**src/rtl/dcache_refill_ctrl.sv**
```systemverilog
// ---------------------------------------------------------------------------
// dcache_refill_ctrl
//
// Miss sequencer for the MEM-stage data cache. On a miss it writes back the
// dirty victim line, if there is one. It then refills the missing line one
// word at a time from main memory. Finally it writes the new tag. While it
// works, it holds the global pipeline stall high.
//
// Ports
//   clk, rst        clock; synchronous active-high reset
//   MemReqM         MEM-stage access is a load or store
//   AddrM           byte address of the MEM-stage access
//   HitM            tag compare hit (valid & tag match)
//   DirtyM          indexed victim line is valid and dirty
//   VictimAddrM     byte address of the victim line
//   mem_ack         main memory moved one word this cycle
//   stall           freeze PC and all pipeline registers
//   mem_req         word transfer request to main memory
//   mem_we          1 = writeback word, 0 = refill read
//   mem_addr        word-aligned main-memory byte address
//   wb_rd_idx       victim word index driven onto memory write data
//   fill_we         write returned memory data into the cache line
//   fill_word_idx   word index for fill_we
//   tag_we          write new tag, set valid, clear dirty
//   busy            sequencer not idle
//   miss_count      saturating miss counter
// ---------------------------------------------------------------------------
module dcache_refill_ctrl #(
  parameter int LINE_WORDS = 4
) (
  input  logic                          clk,
  input  logic                          rst,
  input  logic                          MemReqM,
  input  logic [31:0]                   AddrM,
  input  logic                          HitM,
  input  logic                          DirtyM,
  input  logic [31:0]                   VictimAddrM,
  input  logic                          mem_ack,
  output logic                          stall,
  output logic                          mem_req,
  output logic                          mem_we,
  output logic [31:0]                   mem_addr,
  output logic [$clog2(LINE_WORDS)-1:0] wb_rd_idx,
  output logic                          fill_we,
  output logic [$clog2(LINE_WORDS)-1:0] fill_word_idx,
  output logic                          tag_we,
  output logic                          busy,
  output logic [31:0]                   miss_count
);

  localparam int CNT_W = $clog2(LINE_WORDS);
  localparam int OFF_W = CNT_W + 2;
  localparam logic [CNT_W-1:0] CNT_LAST = CNT_W'(LINE_WORDS - 1);

  typedef enum logic [1:0] {
    S_IDLE,
    S_WB,
    S_REFILL,
    S_DONE
  } state_e;

  state_e            state_q, state_d;
  logic [CNT_W-1:0]  cnt_q, cnt_d;
  logic [31:0]       miss_base_q, miss_base_d;
  logic [31:0]       victim_base_q, victim_base_d;
  logic [31:0]       miss_count_q, miss_count_d;
  logic              miss;

  // The perf counter sticks at all-ones instead of wrapping to zero.
  function automatic logic [31:0] sat_inc(input logic [31:0] v);
    return (v == 32'hFFFF_FFFF) ? v : v + 32'd1;
  endfunction

  // Line bases keep their low bits at zero. Appending the word index and a
  // zero byte offset is therefore the same as base + 4*cnt, without a carry chain.
  function automatic logic [31:0] word_addr(input logic [31:0] base,
                                            input logic [CNT_W-1:0] idx);
    return {base[31:OFF_W], idx, 2'b00};
  endfunction

  function automatic logic [31:0] line_base(input logic [31:0] a);
    return {a[31:OFF_W], {OFF_W{1'b0}}};
  endfunction

  assign miss       = MemReqM & ~HitM;
  assign miss_count = miss_count_q;
  assign busy       = (state_q != S_IDLE);

  always_comb begin
    state_d       = state_q;
    cnt_d         = cnt_q;
    miss_base_d   = miss_base_q;
    victim_base_d = victim_base_q;
    miss_count_d  = miss_count_q;
    stall         = 1'b0;
    mem_req       = 1'b0;
    mem_we        = 1'b0;
    mem_addr      = 32'd0;
    wb_rd_idx     = '0;
    fill_we       = 1'b0;
    fill_word_idx = '0;
    tag_we        = 1'b0;

    unique case (state_q)
      S_IDLE: begin
        // Stall goes high in the same cycle as the miss. The MEM-stage
        // access then stays frozen until the line is ready.
        stall = miss;
        if (miss) begin
          miss_base_d   = line_base(AddrM);
          victim_base_d = line_base(VictimAddrM);
          cnt_d         = '0;
          miss_count_d  = sat_inc(miss_count_q);
          state_d       = DirtyM ? S_WB : S_REFILL;
        end
      end
      S_WB: begin
        stall     = 1'b1;
        mem_req   = 1'b1;
        mem_we    = 1'b1;
        mem_addr  = word_addr(victim_base_q, cnt_q);
        wb_rd_idx = cnt_q;
        if (mem_ack) begin
          if (cnt_q == CNT_LAST) begin
            cnt_d   = '0;
            state_d = S_REFILL;
          end else begin
            cnt_d = cnt_q + 1'b1;
          end
        end
      end
      S_REFILL: begin
        stall         = 1'b1;
        mem_req       = 1'b1;
        mem_addr      = word_addr(miss_base_q, cnt_q);
        fill_we       = mem_ack;
        fill_word_idx = cnt_q;
        if (mem_ack) begin
          if (cnt_q == CNT_LAST) begin
            cnt_d   = '0;
            state_d = S_DONE;
          end else begin
            cnt_d = cnt_q + 1'b1;
          end
        end
      end
      S_DONE: begin
        stall   = 1'b1;
        tag_we  = 1'b1;
        state_d = S_IDLE;
      end
      default: state_d = S_IDLE;
    endcase
  end

  always_ff @(posedge clk) begin
    if (rst) begin
      state_q       <= S_IDLE;
      cnt_q         <= '0;
      miss_base_q   <= '0;
      victim_base_q <= '0;
      miss_count_q  <= '0;
    end else begin
      state_q       <= state_d;
      cnt_q         <= cnt_d;
      miss_base_q   <= miss_base_d;
      victim_base_q <= victim_base_d;
      miss_count_q  <= miss_count_d;
    end
  end

endmodule

```
**config.mk**
```make
export PLATFORM = sky130hd
export DESIGN_NAME = dcache_refill_ctrl
export DESIGN_NICKNAME = d
export VERILOG_FILES = /design/src/rtl/dcache_refill_ctrl.sv
export SDC_FILE = /design/constraint.sdc
export NUM_CORES = 1
export LEC_CHECK = 0
export ABC_AREA = 1
export BUFFER_PORTS_ARGS = -buffer_cell sky130_fd_sc_hd__buf_2
export CAP_MARGIN = 0
export CORE_AREA = 2 2 97 99
export CTS_CLUSTER_DIAMETER = 120
export DETAILED_ROUTE_END_ITERATION = 8
export DIE_AREA = 0 0 99 101
export PLACE_DENSITY = 0.93
export SYNTH_ARGS = -nofsm -noshare
export SYNTH_HDL_FRONTEND = slang
export SYNTH_SLANG_ARGS = --single-unit
```
**constraint.sdc**
```tcl
create_clock -name clk -period 4.2 [get_ports clk]
set_input_delay 0.42 -clock clk [delete_from_list [all_inputs] [get_ports clk]]
set_output_delay 0.42 -clock clk [all_outputs]
set_load 0.01 [all_outputs]
```
# == After elaboration in Yosys (flattened, before gate mapping) ==
# Cells that the tools add are included.
# Widths: inputs -> output; s select.
# word_totals
reg_bits,92
latch_bits,0
mem_bits_rw,0
mem_bits_ro,0
out_inout_bits,74
memories,0
# op_classes
n_addsub,2
multipliers,0
div_mod_pow,0
order_cmp,0
n_eq_ne,11
shifts,0
n_mux,19
bitwise,3
n_reduce_logical,9
# ops
cell,n
$pmux 32 s2,1
$add 32x1->32 const B,1
$eq 32x32->1 const B,1
$mux 2,11
$ne 2x2->1 const B,5
$pmux 2 s4,1
$eq 2x2->1 const B,3
$reduce_and 3->1,2
$reduce_and 5->1,1
$mux 1,4
$pmux 2 s2,1
$reduce_bool 2->1,2
$reduce_or 3->1,1
$add 2x1->2 const B,1
$eq 2x1->1 const B,1
$logic_not 2->1,1
$ne 2x1->1 const B,1
$not 1->1,2
$pmux 1 s2,1
$reduce_and 2->1,1
$reduce_or 2->1,1
$and 1x1->1,1

# == Longest topological paths before layout ==
# Gate-level depths: netlist of run 1.
# logic_depth
word_depth,4
ltp_mapped,11
depth_no_buf,10

# == Worst setup path after synthesis of run 1 ==
# OpenSTA, ideal clock, no wires.
# synth_path
kind,reg-to-output
from,register state_q[0]
to,output port mem_addr[2]
t_arrival_ns,1.335
required_ns,3.780
path_slack_ns,2.445
path_stages_with_launch,7
cell_sequence,dfxtp_1 inv_1 ha_1 clkbuf_1 clkbuf_1 nand2_1 a21oi_1
# synth_between
elab_chain_len,2
word_cells_on_any_way,3
classes_between,2 x eq/ne; 1 x mux
# synth_lines
element,line_no,rtl
start: declaration,62,"state_e state_q, state_d;"
start signal: assignment,164,state_q <= state_d;
$eq 2x2->1 / $eq 2x1->1 (equally long branches),104,unique case (state_q)
$pmux 32 s2 (*),104,
end: declaration,42,"output logic [31:0] mem_addr,"
# Every way passes the cells marked *; elsewhere a longest branch is shown, timed or not.

# == Final worst setup path of run 1 ==
# layout_path
from,register state_q[0]
to,output port mem_addr[11]
# Same word-level chain as after synthesis.

==> metrics.md, run 1 <==
| Metric | Value |
|---|---|
| Met1 wire length | `just under 5000 um` |
| Combinational share of power | `21.9%` |
| Outcome | `finished clean` |
| Total area of sequential cells | `1842 um2` |
| Synth Cell Area | `just under 5000 um2` |
| Worst Max-Slew Pin Slew | `1.184 ns` |
| # fillers | `just under 800` |
| # setup viols final | `0` |
| Resized cells post-CTS | `0` |
| CP delay by family, top | `buffers and inverters` |
| Hold-fix buffers at CTS | `0` |
| Slowest stage delay, CP | `0.79 ns` |
| Max H-tree Level | `3` |
| Clk sink count | `92` |
| Final Hold Viols | `0` |
| Switching Share | `32.36%` |
| Worst Setup End Kind | `output pin` |
| Nets@finish | `925` |
| Top cell type's share of synthesized area | `38.01%` |
| Cell Int Power | `1.545 mW` |
| Worst EP arrival | `2.29 ns` |
| Clk pwr share | `31.9%` |
| Synth Instances | `739` |
| Final worst setup slack | `1.491 ns` |
| Clock Skew | `0.005820 ns` |
| IO Port Bufs | `133` |
| Worst path bufs/invs | `3` |
| Initial antenna violation count | `0` |
| Max layer used | `met4` |
| Critical path's slowest cell | `inv_1` |
| Share of post-route cells with drive strength above 1 | `23.24%` |
| Flop pwr share | `46.2%` |
| Final max-slew violation count | `0` |
| Initial DRC count | `135` |
| Vias | `4912` |
| Final Instance Area | `5715 um2` |
| Layout area overhead | `17.94%` |
| Total power | `2.284 mW` |
| Peak supply drop | `0.2154 mV` |
| Fin util | `between 60% and 70%` |
| Type of origin of the critical path | `flop` |
| Leakage Power | `between 2 and 3 nW` |
| Final wirelength | `11830 um` |
| Synth top area cells | `dfxtp_1, nand2_1, nor2_1, o21ai_0, a21oi_2` |
| Sequential area share after synthesis | `between 30% and 40%` |
| Reg clk slew, reported paths | `0.10 ns` |
| Largest area contributor in the netlist | `dfxtp_1` |
| Cell Area, Placed | `5473 um2` |
| Post-synth cell types | `29` |
| CTS tree | `yes` |
| Number of setup buffers added after CTS | `0` |
| N_diodes | `0` |
| Hold crit path type | `in2reg` |
| DRC Markers | `0` |
| First-pass GRT wire length | `19580 um` |
| Met3 wire len | `934 um` |
| RSZ-0062 raised after global routing | `no` |
| Placer Congestion | `~0.88` |
| Switching Power | `0.7389 mW` |
| Mean Syn Cell Area | `6.557 um2` |
| Setup TNS | `0 ns` |
| Cell Chain, Critical Path | `inv_1, ha_1, inv_1, a21oi_1, buf_2` |
| Initial Util | `~54%` |
| YS warnings | `0` |
| Non-Filler Instances | `963` |
| Clock Path Buffers | `2` |
| CTS root buffer | `clkbuf_8` |
| Grt ovf | `0` |
| Critical path class | `reg2out` |
| Place WS | `1.813 ns` |
| WL/cell | `between 10 and 15 um` |
| Row count | `35` |
| ANT nets after route | `0` |
| Final Hold Slack | `0.2838 ns` |
| CORE AREA | `8977 um2` |
| Post-layout minimum cycle time | `around 2.7 ns` |
| WL met2 | `5797 um` |
| Slew headroom | `21.09%` |
| Vias in the first global route | `4348` |
| Die footprint | `~10000 um2` |
| Pin count of the biggest net entering global routing | `58` |
| Die Height | `101 um` |
| Vias per inst | `5.101` |
| Critical Path RT | `3.78 ns` |
| Number of synthesized register bits | `92` |
| Crit path max fanout | `33` |
| Num CTS Buffers | `9` |
| Overall fraction of global-route tracks in use | `23.62%` |
| DIE WIDTH | `99 um` |
| Pwr Density | `between 300 and 400 nW/um2` |
| Footprint of the multi-input gates | `2636 um2` |
| Worst-skew pair later-pin latency | `0.35 ns` |
| Placed cell count | `approximately 950` |
| Final period util | `64.51%` |
| Fmax | `369.1 MHz` |
| Critical path's most frequent cell | `inv_1` |
| I/O pin cnt | `144` |
| TritonRoute pass-1 iters | `5` |
| DP HPWL | `approximately 8200 um` |
| MaxCap Viol Count | `0` |
[final cells by class]
| type | count | share of cell area, % |
|---|---|---|
| tap | 111 | 2.430 |
| timing repair buffer | 138 | 12.30 |
| clock buffer | 9 | 2.167 |
| sequential | 92 | 32.22 |
| multi-input combinational | 567 | 46.13 |
| inverter | 40 | 2.671 |
| clock inverter | 6 | 2.080 |
[layer usage]
metal / track usage, % / vias up
li1: - / 2532
met1: 28.63 / 2191
met2: 41.32 / 176
met3: 6.588 / 13
met4: 6.217 / 0
met5: 0 / -
[tightest hold or removal path: cells and delay by family]
| family | cells | cell delay [ns] |
|---|---|---|
| buffers and inverters | 1 | 0.07 |
| AND/OR/NAND/NOR | 2 | 0.11 |
[cell usage in the layout (no fill, tap or decap), types with 5 or more instances in the layout]
master	count
nand2_1	186
nor2_1	180
buf_2	133
dfxtp_1	92
o21ai_0	63
inv_1	39
a21oi_1	33
nand3_1	23
a21oi_2	20
nand2_2	16
clkbuf_8	9
xor2_1	8
nand4_1	7
ha_1	7
xnor2_1	6
nor3_1	5
buf_4	5
[sequential cells by signal (all words and copies together) (netlist names)]
signal,flops
cnt_q,2
miss_base_q,28
miss_count,32
state_q,2
victim_base_q,28
[cells by family (layout without fill, tap and decap cells)]
group | count (synthesis) | count (layout) | share of synthesized area [%]
AND/OR/NAND/NOR | 425 | 425 | 35.94
other | 1 | 2 | 0.07739
adder cells (fa/ha/maj) | 7 | 7 | 1.807
AO/OA/AOI/OAI | 119 | 119 | 13.97
buffers and inverters | 81 | 193 | 7.669
flip-flops | 92 | 92 | 38.01
XOR/XNOR | 14 | 14 | 2.530
[path summary, 6_finish.rpt]
path / start / end / slack, ns / cells past startpoint
max: state_q[0] / mem_addr[11] / 1.49 / 5
max reg2reg: state_q[0] / cnt_q[0] / 1.82 / 8
min reg2reg: cnt_q[1] / cnt_q[1] / 0.51 / 2
min: AddrM[22] / miss_base_q[22] / 0.28 / 3
[cell usage after synthesis]
cell type,number
buf_12,2
nor2_4,3
o21ai_0,63
a211oi_1,1
nand2_8,1
o21bai_1,1
clkbuf_1,21
buf_2,5
buf_1,8
nor3_1,5
nand2_4,1
nand2_1,186
nor2_1,180
nand2_2,16
o22ai_1,1
conb_1,1
nand3_1,23
inv_1,39
nor2_2,3
a21oi_2,20
dfxtp_1,92
buf_6,2
ha_1,7
xor2_1,8
xnor2_1,6
nand4_1,7
inv_4,1
buf_4,3
a21oi_1,33
[power groups by stage]
stage / clock [mW] / combinational [mW] / sequential [mW]
floorplan: 0 / 0.377 / 1.06
global placement: 0 / 0.492 / 1.07
detailed placement: 0 / 0.501 / 1.07
CTS: 0.746 / 0.503 / 1.05
global route: 0.768 / 0.565 / 1.07
finish: 0.729 / 0.500 / 1.05
No activity file was read; power rests on OpenSTA's default activity.
==> run 2, diff against run 1 <==
CORE_AREA = 2 2 105 107   (was 2 2 97 99)
DIE_AREA = 0 0 107 109   (was 0 0 99 101)
PLACE_DENSITY = 0.85   (was 0.93)
clock period = 2.35 ns   (was 4.2 ns; I/O delays follow)
==> run 2 against run 1 <==
Compared with the run above:
- final cell count is 3.4% higher
- critical path depth increased by 1
- first-iteration DRC count grew 90%
- flip-flop and latch count stayed put
- total power up 70%
- via count decreased by 0.14%
- global-route usage is 2.6 points lower
- combinational power is 84% higher
- non-clock buffer count is 3 higher
- critical path type unchanged
- largest cell class unchanged
- highest routed layer unchanged
==> metrics.md, run 2 (synthesis results as in run 1) <==
| Metric | Value |
|---|---|
| Outcome | `finished clean` |
| Slowest stage delay, CP | `0.41 ns` |
| Number of setup buffers added after CTS | `0` |
| Pin count of the biggest net entering global routing | `58` |
| Final period util | `91.41%` |
| Pwr Density | `just under 700 nW/um2` |
| Critical path's slowest cell | `dfxtp_1` |
| # setup viols final | `0` |
| Final wirelength | `between 10000 and 15000 um` |
| Largest register FFs | `32` |
| Placed cell count | `980` |
| Num CTS Buffers | `9` |
| CTS tree | `yes` |
| IO Port Bufs | `133` |
| Placer Congestion | `between 0.9 and 1` |
| Final Instance Area | `5736 um2` |
| Total area of sequential cells | `1842 um2` |
| Cell Area, Placed | `roughly 5500 um2` |
| Critical path's most frequent cell | `inv_1` |
| Layout area overhead | `18.36%` |
| Fmax | `465.5 MHz` |
| Critical path class | `reg2out` |
| Nets@finish | `928` |
| Initial antenna violation count | `0` |
| Crit path max fanout | `31` |
| CTS root buffer | `clkbuf_8` |
| Clock Path Buffers | `2` |
| Initial DRC count | `257` |
| Peak supply drop | `0.4218 mV` |
| Row count | `38` |
| N_diodes | `0` |
| Footprint of the multi-input gates | `2636 um2` |
| Worst path bufs/invs | `4` |
| Hold crit path type | `in2reg` |
| Type of origin of the critical path | `flop` |
| Initial Util | `approximately 46%` |
| DIE WIDTH | `107 um` |
| Die footprint | `approximately 12000 um2` |
| Max H-tree Level | `3` |
| WL/cell | `12.22 um` |
| Non-Filler Instances | `996` |
| Grt ovf | `0` |
| DP HPWL | `8373 um` |
| First-pass GRT wire length | `roughly 20000 um` |
| DRC Markers | `0` |
| Hold-fix buffers at CTS | `0` |
| CP delay by family, top | `buffers and inverters` |
| Die Height | `approximately 110 um` |
| MaxCap Viol Count | `0` |
| Most common cell after layout, fill and taps aside | `nand2_1` |
| Clk sink count | `92` |
| Commonest cells after routing, fill and taps aside | `nand2_1, nor2_1, buf_2` |
| Vias in the first global route | `approximately 4500` |
| Final Hold Viols | `0` |
| Leakage Power | `2.506 nW` |
| Vias per inst | `4.925` |
| Overall fraction of global-route tracks in use | `a little over a fifth` |
| Critical Path RT | `2.12 ns` |
| I/O pin cnt | `between 100 and 150` |
| Post-layout minimum cycle time | `between 2 and 2.5 ns` |
| CORE AREA | `10600 um2` |
| Clock Skew | `approximately 0.011 ns` |
| Final Hold Slack | `0.09158 ns` |
| TritonRoute pass-1 iters | `5` |
| Worst EP arrival | `1.91 ns` |
| # fillers | `1063` |
| Final max-slew violation count | `0` |
| Share of post-route cells with drive strength above 1 | `between 20% and 30%` |
| Fin util | `roughly 54%` |
| Worst Setup End Kind | `output pin` |
| Worst-skew pair later-pin latency | `0.36 ns` |
| RSZ-0062 raised after global routing | `no` |
| Cell Chain, Critical Path | `inv_1, ha_1, inv_1, buf_4, a21oi_1, buf_2` |
| ANT nets after route | `0` |
| Reg clk slew, reported paths | `0.10 ns` |
| Setup TNS | `0 ns` |
| Resized cells post-CTS | `0` |
| Vias | `4905` |
run 2: where the power goes:
part	internal, mW	switching [mW]	total (mW)
Combinational	0.289	0.633	0.922
Clock	0.415	0.652	1.07
Sequential	1.77	0.112	1.89
Total	2.48	1.40	3.87
run 2: metrics by stage:
step	total power, mW	setup slack [ns]
after floorplan	2.568	0.6236
after global placement	2.812	0.4103
after detailed placement	2.841	0.3581
after CTS	3.908	0.1642
after global routing	4.108	0.06785
final	3.874	0.2018
run 2: layer usage:
layer  global-route usage, %  routed length [um]
met3                   6.754                1028
met1                   25.31                5267
met4                   5.380                 146
met2                   36.49                5733
met5                       0                   0
run 2: worst paths after layout:
path	from	end	slack, ns	cells past startpoint
hold / removal	AddrM[13]	miss_base_q[13]	0.09	3
setup / recovery	state_q[0]	mem_addr[6]	0.20	6
setup reg to reg	miss_count[0]	miss_count[12]	0.35	10
hold reg to reg	cnt_q[1]	cnt_q[1]	0.51	2
run 2: layout make-up:
| class | instances | share of cell area [%] |
|---|---|---|
| Clock buffer | 9 | 2.160 |
| Clock inverter | 7 | 1.178 |
| Inverter | 40 | 2.661 |
| Multi-Input combinational cell | 567 | 45.96 |
| Sequential cell | 92 | 32.11 |
| Tap cell | 140 | 3.054 |
| Timing Repair Buffer | 141 | 12.87 |
run 2: worst min-delay path, delay by kind of cell:
| family | cells | cell delay (ns) |
|---|---|---|
| and+or+nand+nor | 2 | 0.11 |
| buffers and inverters | 1 | 0.08 |
==> run 3, diff against run 2 <==
CAP_MARGIN = unset   (was 0)
RECOVER_POWER = 100   (was unset)
==> run 3 against run 2 <==
Compared with the run above:
- flip-flop and latch count stayed put
- register-to-register slack lost 0.16 ns
- sequential share of layout area rose by 0.84 points
- final cell count did not move
- hold slack is essentially flat
- non-clock buffer count is the same
- wire length is 0.11% lower
- clock-buffer cell count is the same
- core utilization shrank 1.4 points
- total power fell by 0.60%
- maximum frequency is 0.49% lower
- design area down 2.6%
==> metrics.md, run 3 (synthesis results as in run 1) <==
| Metric | Value |
|---|---|
| Outcome | `finished clean` |
| WL/cell | `12.21 um` |
| DRC Markers | `0` |
| Placer Congestion | `0.9428` |
| Final Hold Viols | `0` |
| Initial Util | `between 40% and 50%` |
| Pin count of the biggest net entering global routing | `58` |
| Num CTS Buffers | `9` |
| Worst path bufs/invs | `4` |
| Layout area overhead | `15.34%` |
| Type of origin of the critical path | `flop` |
| Fmax | `463.2 MHz` |
| Leakage Power | `roughly 2.2 nW` |
| Post-layout minimum cycle time | `2.159 ns` |
| Clk pwr share | `27.7%` |
| # fillers | `around 1100` |
| Number of setup buffers added after CTS | `0` |
| First-pass GRT wire length | `20090 um` |
| TritonRoute pass-1 iters | `5` |
| Row count | `38` |
| Total power | `3.851 mW` |
| Cell Int Power | `between 2 and 2.5 mW` |
| Overall fraction of global-route tracks in use | `21.05%` |
| Switching Share | `36.22%` |
| Die Height | `109 um` |
| Worst Setup End Kind | `output pin` |
| Most common cell after layout, fill and taps aside | `nand2_1` |
| Slowest stage delay, CP | `roughly 0.4 ns` |
| DP HPWL | `between 8000 and 9000 um` |
| Critical path class | `reg2out` |
| CTS root buffer | `clkbuf_8` |
| Reg clk slew, reported paths | `0.10 ns` |
| N_diodes | `0` |
| Worst Max-Slew Pin Slew | `0.5177 ns` |
| Commonest cells after routing, fill and taps aside | `nand2_1, nor2_1, dfxtp_1` |
| Hold crit path type | `in2reg` |
| Nets@finish | `roughly 930` |
| Vias per inst | `just under 5` |
| Clock Skew | `0.005499 ns` |
| DIE WIDTH | `107 um` |
| Clk sink count | `92` |
| Final period util | `91.86%` |
| IO Port Bufs | `133` |
| Grt ovf | `0` |
| Total area of sequential cells | `1842 um2` |
| Vias | `4872` |
| Hold-fix buffers at CTS | `0` |
| MaxCap Viol Count | `0` |
| Flop pwr share | `49.0%` |
| Footprint of the multi-input gates | `around 2600 um2` |
| Die footprint | `between 10000 and 15000 um2` |
| Largest register FFs | `32` |
| # setup viols final | `0` |
| ANT nets after route | `0` |
| Vias in the first global route | `between 4000 and 5000` |
| CORE AREA | `10600 um2` |
| Peak supply drop | `0.4221 mV` |
| Max H-tree Level | `3` |
| Final max-slew violation count | `0` |
| Critical path's slowest cell | `dfxtp_1` |
| Switching Power | `1.395 mW` |
| Initial DRC count | `around 240` |
| Critical Path RT | `2.12 ns` |
| RSZ-0062 raised after global routing | `no` |
| Cell Chain, Critical Path | `inv_1, ha_1, inv_1, buf_4, a21oi_1, clkbuf_1` |
| Pwr Density | `689.1 nW/um2` |
| Resized cells post-CTS | `0` |
| Slew headroom | `approximately 65%` |
| Initial antenna violation count | `0` |
| Worst EP arrival | `around 1.9 ns` |
| Combinational share of power | `23.4%` |
| CP delay by family, top | `buffers and inverters` |
| Worst-skew pair later-pin latency | `between 0.3 and 0.4 ns` |
| CTS tree | `yes` |
| Final wirelength | `12160 um` |
| Share of post-route cells with drive strength above 1 | `13.79%` |
| Critical path's most frequent cell | `inv_1` |
| Setup TNS | `0 ns` |
| Clock Path Buffers | `2` |
| Crit path max fanout | `31` |
| I/O pin cnt | `144` |
run 3: worst register-to-register path, delay by kind of cell (launching register included):
| family | cells | cell delay [ns] |
|---|---|---|
| flip-flops | 1 | 0.42 |
| adder cells (fa/ha/maj) | 1 | 0.26 |
| buffers and inverters | 1 | 0.19 |
| AO/OA/AOI/OAI | 1 | 0.05 |
| AND/OR/NAND/NOR | 7 | 1.11 |
run 3: area by class of cell:
class,count,area share (%)
multi-input cells,567,46.21
inverters,40,2.731
well taps,140,3.134
clock buffers,9,2.216
flip-flops and latches,92,32.95
clock inverters,7,1.209
repair buffers,141,11.55
run 3: path summary, 6_finish.rpt:
kind	from	end	slack [ns]	depth (start not counted)
min reg2reg	cnt_q[1]	cnt_q[1]	0.51	2
max reg2reg	miss_count[0]	miss_count[12]	0.19	10
max	state_q[0]	mem_addr[6]	0.19	6
min	AddrM[27]	miss_base_q[27]	0.09	3
run 3: stage by stage:
stage	worst slack, ns	cells	area (um2)	utilization, %	hold WS, ns
final	0.1912	996	5589	52.71	0.09124
after global routing	0.03406	996	5589	52.71	0.07510
after CTS	0.1642	996	5736	54.09	0.07427
after detailed placement	0.3581	980	5544	52.29	0.4625
after global placement	0.4103	980	5544	52.29	0.4540
after floorplan	0.6236	740	4850	-	0.3699
run 3: per-layer routing:
layer	vias to the layer above	wire [um]	GRT usage, %
met2	164	5743	36.49
met4	0	148	5.380
li1	2547	-	-
met5	-	0	0
met1	2151	5247	25.31
met3	10	1023	6.754
run 3: power by group through the flow:
stage / Sequential (mW) / Combinational [mW] / Clock (mW)
3_3_place_gp: 1.91 / 0.905 / 0
5_1_grt: 1.91 / 1.02 / 1.16
2_1_floorplan: 1.89 / 0.674 / 0
4_1_cts: 1.88 / 0.930 / 1.09
6_report: 1.89 / 0.900 / 1.07
3_5_place_dp: 1.92 / 0.925 / 0
